===== config.mk =====
export PLATFORM = sky130hd
export DESIGN_NAME = instr_fetch_unit
export DESIGN_NICKNAME = d
export VERILOG_FILES = /design/src/rtl/mips_pkg.sv /design/src/rtl/instr_fetch_unit.sv
export SDC_FILE = /design/constraint.sdc
export NUM_CORES = 1
export LEC_CHECK = 0
export CORE_ASPECT_RATIO = 0.5
export CORE_UTILIZATION = 40
export CTS_CLUSTER_DIAMETER = 120
export CTS_CLUSTER_SIZE = 16
export DETAILED_ROUTE_END_ITERATION = 16
export GPL_TIMING_DRIVEN = 0
export PLACE_DENSITY_LB_ADDON = 0.05
export SLEW_MARGIN = 40
export SYNTH_ARGS = -nofsm -noshare
export SYNTH_HDL_FRONTEND = slang
export SYNTH_SLANG_ARGS = --single-unit

===== constraint.sdc =====
create_clock -name clk -period 1.8 [get_ports clk]
set_input_delay 0.18 -clock clk [delete_from_list [all_inputs] [get_ports clk]]
set_output_delay 0.18 -clock clk [all_outputs]
set_load 0.01 [all_outputs]

===== src/rtl/mips_pkg.sv =====
// Shared MIPS core definitions: fetch FSM encoding, fault causes and the reset
// instruction value.
package mips_pkg;

  localparam logic [1:0] ST_IDLE  = 2'd0;
  localparam logic [1:0] ST_WAIT  = 2'd1;
  localparam logic [1:0] ST_DONE  = 2'd2;
  localparam logic [1:0] ST_FAULT = 2'd3;

  localparam logic [1:0] FC_NONE     = 2'b00;
  localparam logic [1:0] FC_MISALIGN = 2'b01;
  localparam logic [1:0] FC_TIMEOUT  = 2'b10;

  localparam logic [31:0] NOP_INSTR = 32'h0000_0000;

  function automatic logic word_aligned(input logic [31:0] addr);
    return addr[1:0] == 2'b00;
  endfunction

endpackage


===== src/rtl/instr_fetch_unit.sv =====
// Multicycle instruction fetch: one req/ready read per fetch_start, with
// misalignment and memory-timeout faults reported as one-cycle pulses.
module instr_fetch_unit
  import mips_pkg::*;
#(
  parameter int unsigned TIMEOUT = 15
) (
  input  logic        clk,
  input  logic        reset,
  input  logic        fetch_start,
  input  logic [31:0] pc_in,
  output logic        imem_req,
  output logic [31:0] imem_addr,
  input  logic        imem_ready,
  input  logic [31:0] imem_rdata,
  output logic [31:0] instr,
  output logic [31:0] pc_plus4,
  output logic        fetch_busy,
  output logic        fetch_done,
  output logic        fetch_fault,
  output logic [1:0]  fault_cause
);

  logic [1:0] state;
  logic [1:0] state_nx;
  logic [7:0] tmo_cnt;
  logic       tmo_expired;

  assign tmo_expired = (tmo_cnt == 8'(TIMEOUT - 1));

  always_comb begin
    state_nx = state;
    case (state)
      ST_IDLE:
        if (fetch_start) state_nx = word_aligned(pc_in) ? ST_WAIT : ST_FAULT;
      ST_WAIT:
        // ready takes priority over a timeout expiring in the same cycle
        if (imem_ready)       state_nx = ST_DONE;
        else if (tmo_expired) state_nx = ST_FAULT;
      ST_DONE:  state_nx = ST_IDLE;
      ST_FAULT: state_nx = ST_IDLE;
      default:  state_nx = ST_IDLE;
    endcase
  end

  // Status outputs are registered from the next-state value so they line up
  // with the state they describe.
  always_ff @(posedge clk) begin
    if (reset) begin
      state       <= ST_IDLE;
      tmo_cnt     <= '0;
      imem_req    <= 1'b0;
      imem_addr   <= '0;
      instr       <= NOP_INSTR;
      pc_plus4    <= 32'h0000_0004;
      fetch_busy  <= 1'b0;
      fetch_done  <= 1'b0;
      fetch_fault <= 1'b0;
      fault_cause <= FC_NONE;
    end else begin
      state       <= state_nx;
      imem_req    <= (state_nx == ST_WAIT);
      fetch_busy  <= (state_nx != ST_IDLE);
      fetch_done  <= (state_nx == ST_DONE);
      fetch_fault <= (state_nx == ST_FAULT);
      case (state)
        ST_IDLE:
          if (fetch_start) begin
            imem_addr   <= pc_in;
            tmo_cnt     <= '0;
            fault_cause <= word_aligned(pc_in) ? FC_NONE : FC_MISALIGN;
          end
        ST_WAIT:
          if (imem_ready) begin
            instr    <= imem_rdata;
            pc_plus4 <= imem_addr + 32'd4;
          end else if (tmo_expired) begin
            fault_cause <= FC_TIMEOUT;
          end else begin
            tmo_cnt <= tmo_cnt + 8'd1;
          end
        default: ;
      endcase
    end
  end

endmodule


== Yosys cells after proc, flatten, opt, wreduce, memory -nomap -nowiden ==
Index checks and enable logic that the tools add are counted.

* Reduce and logical (&&, ||, !) cells: 9
* Equality and inequality tests: 11
* Mux-type cells: 14
* $add $sub $neg: 2

{| class="wikitable"
|+ Operator list
! cell !! count
|-
| $add 32x3->32 const B || 1
|-
| $mux 8 || 3
|-
| $pmux 8 s2 || 1
|-
| $mux 2 || 7
|-
| $add 8x1->8 const B || 1
|-
| $eq 2x2->1 const B || 4
|-
| $eq 8x4->1 const B || 1
|-
| $ne 2x2->1 const B || 4
|-
| $reduce_and 4->1 || 2
|-
| $pmux 2 s3 || 1
|-
| $eq 2x1->1 const B || 2
|-
| $logic_not 2->1 || 2
|-
| $pmux 2 s2 || 1
|-
| $reduce_and 2->1 || 2
|-
| $reduce_bool 2->1 || 2
|-
| $reduce_or 2->1 || 1
|-
| $mux 1 || 1
|}

* Register bits after elaboration: 112
* Input port bits: 68
* Word-level logic and storage cells: 46
* Output and inout bits: 102

== Logic depth before layout (Yosys ltp) ==
* Depth after elaboration: 5
* Gate-level depth with buffers: 7
* Depth with buffers taken out: 6

== Worst setup path before layout ==
No wires, ideal clock.

* Path kind: reg-to-reg
* Start: register imem_addr[9]
* End: register pc_plus4[28]
* Library setup time: 92 ps
* Buffers on the path: 1
* Path slack: -105 ps
* Stages on the path, launching flop included: 6
* Clock period less this slack: 1905 ps
* Required time: 1708 ps
* Data arrival time: 1813 ps
* Path through: dfxtp_1 > nand3_2 > or4_4 > buf_6 > o31a_1 > nor4_1

* Word-level cells in the longest chain between the ends: 1

{| class="wikitable"
|+ Ends and longest elaborated chain
! item !! line !! RTL
|-
| from (decl) || instr_fetch_unit.sv:13 || <nowiki>output logic [31:0] imem_addr,</nowiki>
|-
| from (signal assigned) || instr_fetch_unit.sv:69 || <nowiki>imem_addr <= pc_in;</nowiki>
|-
| $add 32x3->32 || instr_fetch_unit.sv:76 || <nowiki>pc_plus4 <= imem_addr + 32'd4;</nowiki>
|-
| to (signal assigned) || instr_fetch_unit.sv:76 ||
|-
| to (decl) || instr_fetch_unit.sv:17 || <nowiki>output logic [31:0] pc_plus4,</nowiki>
|}

Every way passes these cells.
A chain may end at the register's enable or synchronous reset.

== Worst setup path in the final report ==
* Start: register imem_addr[13]
* End: register pc_plus4[28]

The elaborated chain is that of the path after synthesis.

==> key figures <==
Floorplan
  – Core Region: 11200 um2
  – Row cnt: 27
  – Die span in y: about 80 um
  – Effective utilization at floorplan: 0.417
  – Die W: 155 um
  – DIE AREA: 12100 um2
  – I/O pin count: 170

Detailed routing
  – Via density: 5.21
  – WL final: 14.4 mm
  – DR DRC count: 0
  – DR pass1 iterations: 5
  – Drt initial violations: ~220
  – Routed via count: 4885
  – Final ANT Viol Nets: 0
  – DR WL/cell: 15.4 um

Timing
  – Max Slew Vio Count: 0
  – Final hold vios: 0
  – Hold Slack: 0.370 ns
  – Final setup fails: 0
  – Crit share post-route: 0.998
  – Rel. slew slack: 0.555
  – RSZ-0062 raised after global routing: yes
  – Worst-Margin Slew: about 0.67 ns
  – Setup TNS: 0 ns
  – Fin crit period: 1.80 ns
  – Peak Freq: 557 MHz
  – Worst-case clock skew: 0.00985 ns

Place
  – Detailed placer's ending HPWL: 10.6 mm
  – Port-buffer cells: 169
  – Cells after DPL: 912
  – GPL Wtd Cong: 0.820

Logic synthesis
  – Mapped Cells: 584
  – Mean post-synth cell area: 7.99 um2
  – Asr flop ratio synth: 0
  – Post-Syn Area: about 4700 um2
  – Xor/xnor share of the synthesized area: 0.0225
  – Area leader, netlist: dfxtp_1
  – Post-synth EDFFs: 0
  – Post-Syn Nets: 655
  – Synth area leaders: dfxtp_1, nand2_1, a21oi_1
  – Mux cell area share after synthesis: 0.00215
  – Main synth FF type: dfxtp_1
  – Yosys warns: 0
  – Yosys reg bits: 112
  – Area fraction of the dominant cell type after synthesis: 0.481
  – Synth Area in Simple Gates: 0.292
  – Seq/Total Area, Yosys: 0.481
  – Compound-gate portion of the synthesized area: 0.159
  – Netlist cell types: 48
  – Adder-cell share of the synthesized area: 0.00805
  – Largest family of logic cells by synthesized area: simple AND/OR/NAND/NOR gates

Clock network
  – Hold-fix buffers, CTS: 0
  – Clk buf depth: 2
  – Clk sinks: ~110
  – Clock-pin slew on the worst setup and hold paths: 0.08 ns
  – Clock Latency Late Sink: 0.35 ns
  – H-Tree Level Count: 3
  – CTS buffer count: 9
  – Clk Tree Root Cell: clkbuf_16
  – CTS tree: yes

Worst setup path
  – WP data required: 2.06 ns
  – Worst setup EP type: flip-flop
  – R2R Setup Slk: 0.004 ns
  – R2r startpoint: imem_addr[13]
  – Worst r2r dst: pc_plus4[28]
  – Maximum fanout along the worst path: 8
  – CP Class: reg2reg
  – Worst Setup Start Kind: flip-flop
  – Crit path DAT: 2.06 ns
  – FF-to-FF path depth: 5

Finish
  – Final std cells w/o fill: 938
  – Syn-to-layout area delta: 53.5%
  – # nets final: 845
  – Number of diodes: 0
  – Layout cells sized above 1: 0.127

Hold path
  – Worst hold endpoint: instr[27]
  – Hold Path Depth: 3
  – Hold wc startpoint: imem_rdata[27]
  – Hold Path Class: in2reg

Global route
  – Initial antenna violation count: 0
  – Vias in the first global route: 4498
  – First-pass GRT wire length: 22.9 mm
  – GRT Total Usage: 0.242
  – Largest net degree at the start of global routing: 19
  – Grt total ovfl: 0

Power
  – Cell Pwr Density: 788 nW/um2
  – Worst VDD drop: roughly 490 uV
  – Lkg Pwr: between 0.002 and 0.0025 uW

Outcome
  – Run status: finished, final reports clean

Run
  – Max Cap Viol: 0
==> worst max-delay path: stages (launching register included) <==
cell,delay (ns)
dfxtp_4,0.36
nand3_2,0.12
or4_4,0.54
buf_6,0.15
o31a_1,0.31
nor4_2,0.23
==> kinds of logic (layout without fill, tap and decap cells) <==
logic type      count (synthesis)  count (layout)
compound gates                125             125
xor+xnor                       12              12
fa+ha+maj                       3               3
buf+inv                        43             238
flops                         112             112
mux                             1               1
simple gates                  288             288
==> where the power goes <==
part	total (uW)	switching [uW]	internal, uW
sequential	2740	132	2610
combinational	975	460	515
clock	1930	937	990
==> metrics by stage <==
stage                     instance area [um2]  setup slack, ns  utilization  total power (uW)
after floorplan                          4680          -0.0112            -              3170
after CTS                                7040          0.00276        0.629              5650
after global placement                   6570           -0.714        0.587              3710
after global routing                     7160          -0.0855        0.640              5890
after detailed placement                 6570           -0.702        0.588              3720
final                                    7160          0.00365        0.640              5640
==> layout make-up <==
cell class	count	area [um2]
fillers	1014	4020
multi-input cells	429	2360
flip-flops and latches	112	2310
repair buffers	185	1820
clock buffers	11	243
well taps	159	199
plain buffers	33	175
clock inverters	5	40.0
inverters	4	15.0
==> synthesized netlist by cell type, types with 4 or more instances <==
cell type / count
buf_1: 4
a211oi_1: 15
nor4_1: 15
nor2_1: 35
o21ai_0: 7
nand2_1: 155
nand4_1: 11
a311oi_1: 6
dfxtp_1: 112
clkbuf_1: 34
or3_1: 8
xor2_1: 4
and3_1: 5
inv_1: 4
nor3_1: 9
xnor2_1: 8
and4_1: 10
or4_1: 4
nand3_1: 16
a21oi_1: 78
==> placed cells by master, fill, tap and decap left out, types with 4 or more instances in the layout <==
cell / count
a211oi_1: 15
a21oi_1: 77
a311oi_1: 6
and4_1: 9
buf_4: 16
clkbuf_1: 9
clkbuf_16: 9
clkbuf_2: 18
clkdlybuf4s50_1: 169
dfxtp_1: 89
dfxtp_2: 8
dfxtp_4: 15
inv_1: 4
nand2_1: 155
nand3_1: 13
nand4_1: 11
nor2_1: 35
nor3_1: 9
nor4_1: 13
o21ai_0: 7
or3_1: 7
or4_1: 4
xnor2_1: 8
xor2_1: 4
==> how the worst max path moves through the flow <==
stage	startpoint	end	slack, ns	cells past startpoint
after floorplan	imem_addr[2]	pc_plus4[28]	-0.01	6
after global placement	imem_ready	pc_plus4[24]	-0.71	7
after detailed placement	imem_ready	instr[11]	-0.70	7
after CTS	imem_addr[19]	pc_plus4[28]	0.003	5
after global routing	imem_addr[15]	pc_plus4[28]	-0.09	5
final	imem_addr[13]	pc_plus4[28]	0.004	5
==> timing repair <==
action | 4_1_cts | 5_1_grt
pin swaps | 5 | 5
setup buffers | 10 | 6
setup endpoints to repair | 103 | 96
endpoints found under the hold margin | 0 | 0
gates resized for setup | 49 | 50
==> sequential cells by signal, indices dropped and copies added (netlist names) <==
| register | count |
|---|---|
| fault_cause | 2 |
| fetch_busy | 1 |
| fetch_done | 1 |
| fetch_fault | 1 |
| imem_addr | 32 |
| imem_req | 1 |
| instr | 32 |
| pc_plus4 | 32 |
| state | 2 |
| tmo_cnt | 8 |
==> metal layers <==
metal	share of wire	global-route usage	vias up
met1	0.47	0.319	2273
met3	0.088	0.0795	9
met4	0.0042	0.0416	0
met2	0.44	0.391	163
li1	-	-	2440
met5	0	0	-
Power figures use the tool's default switching activity.
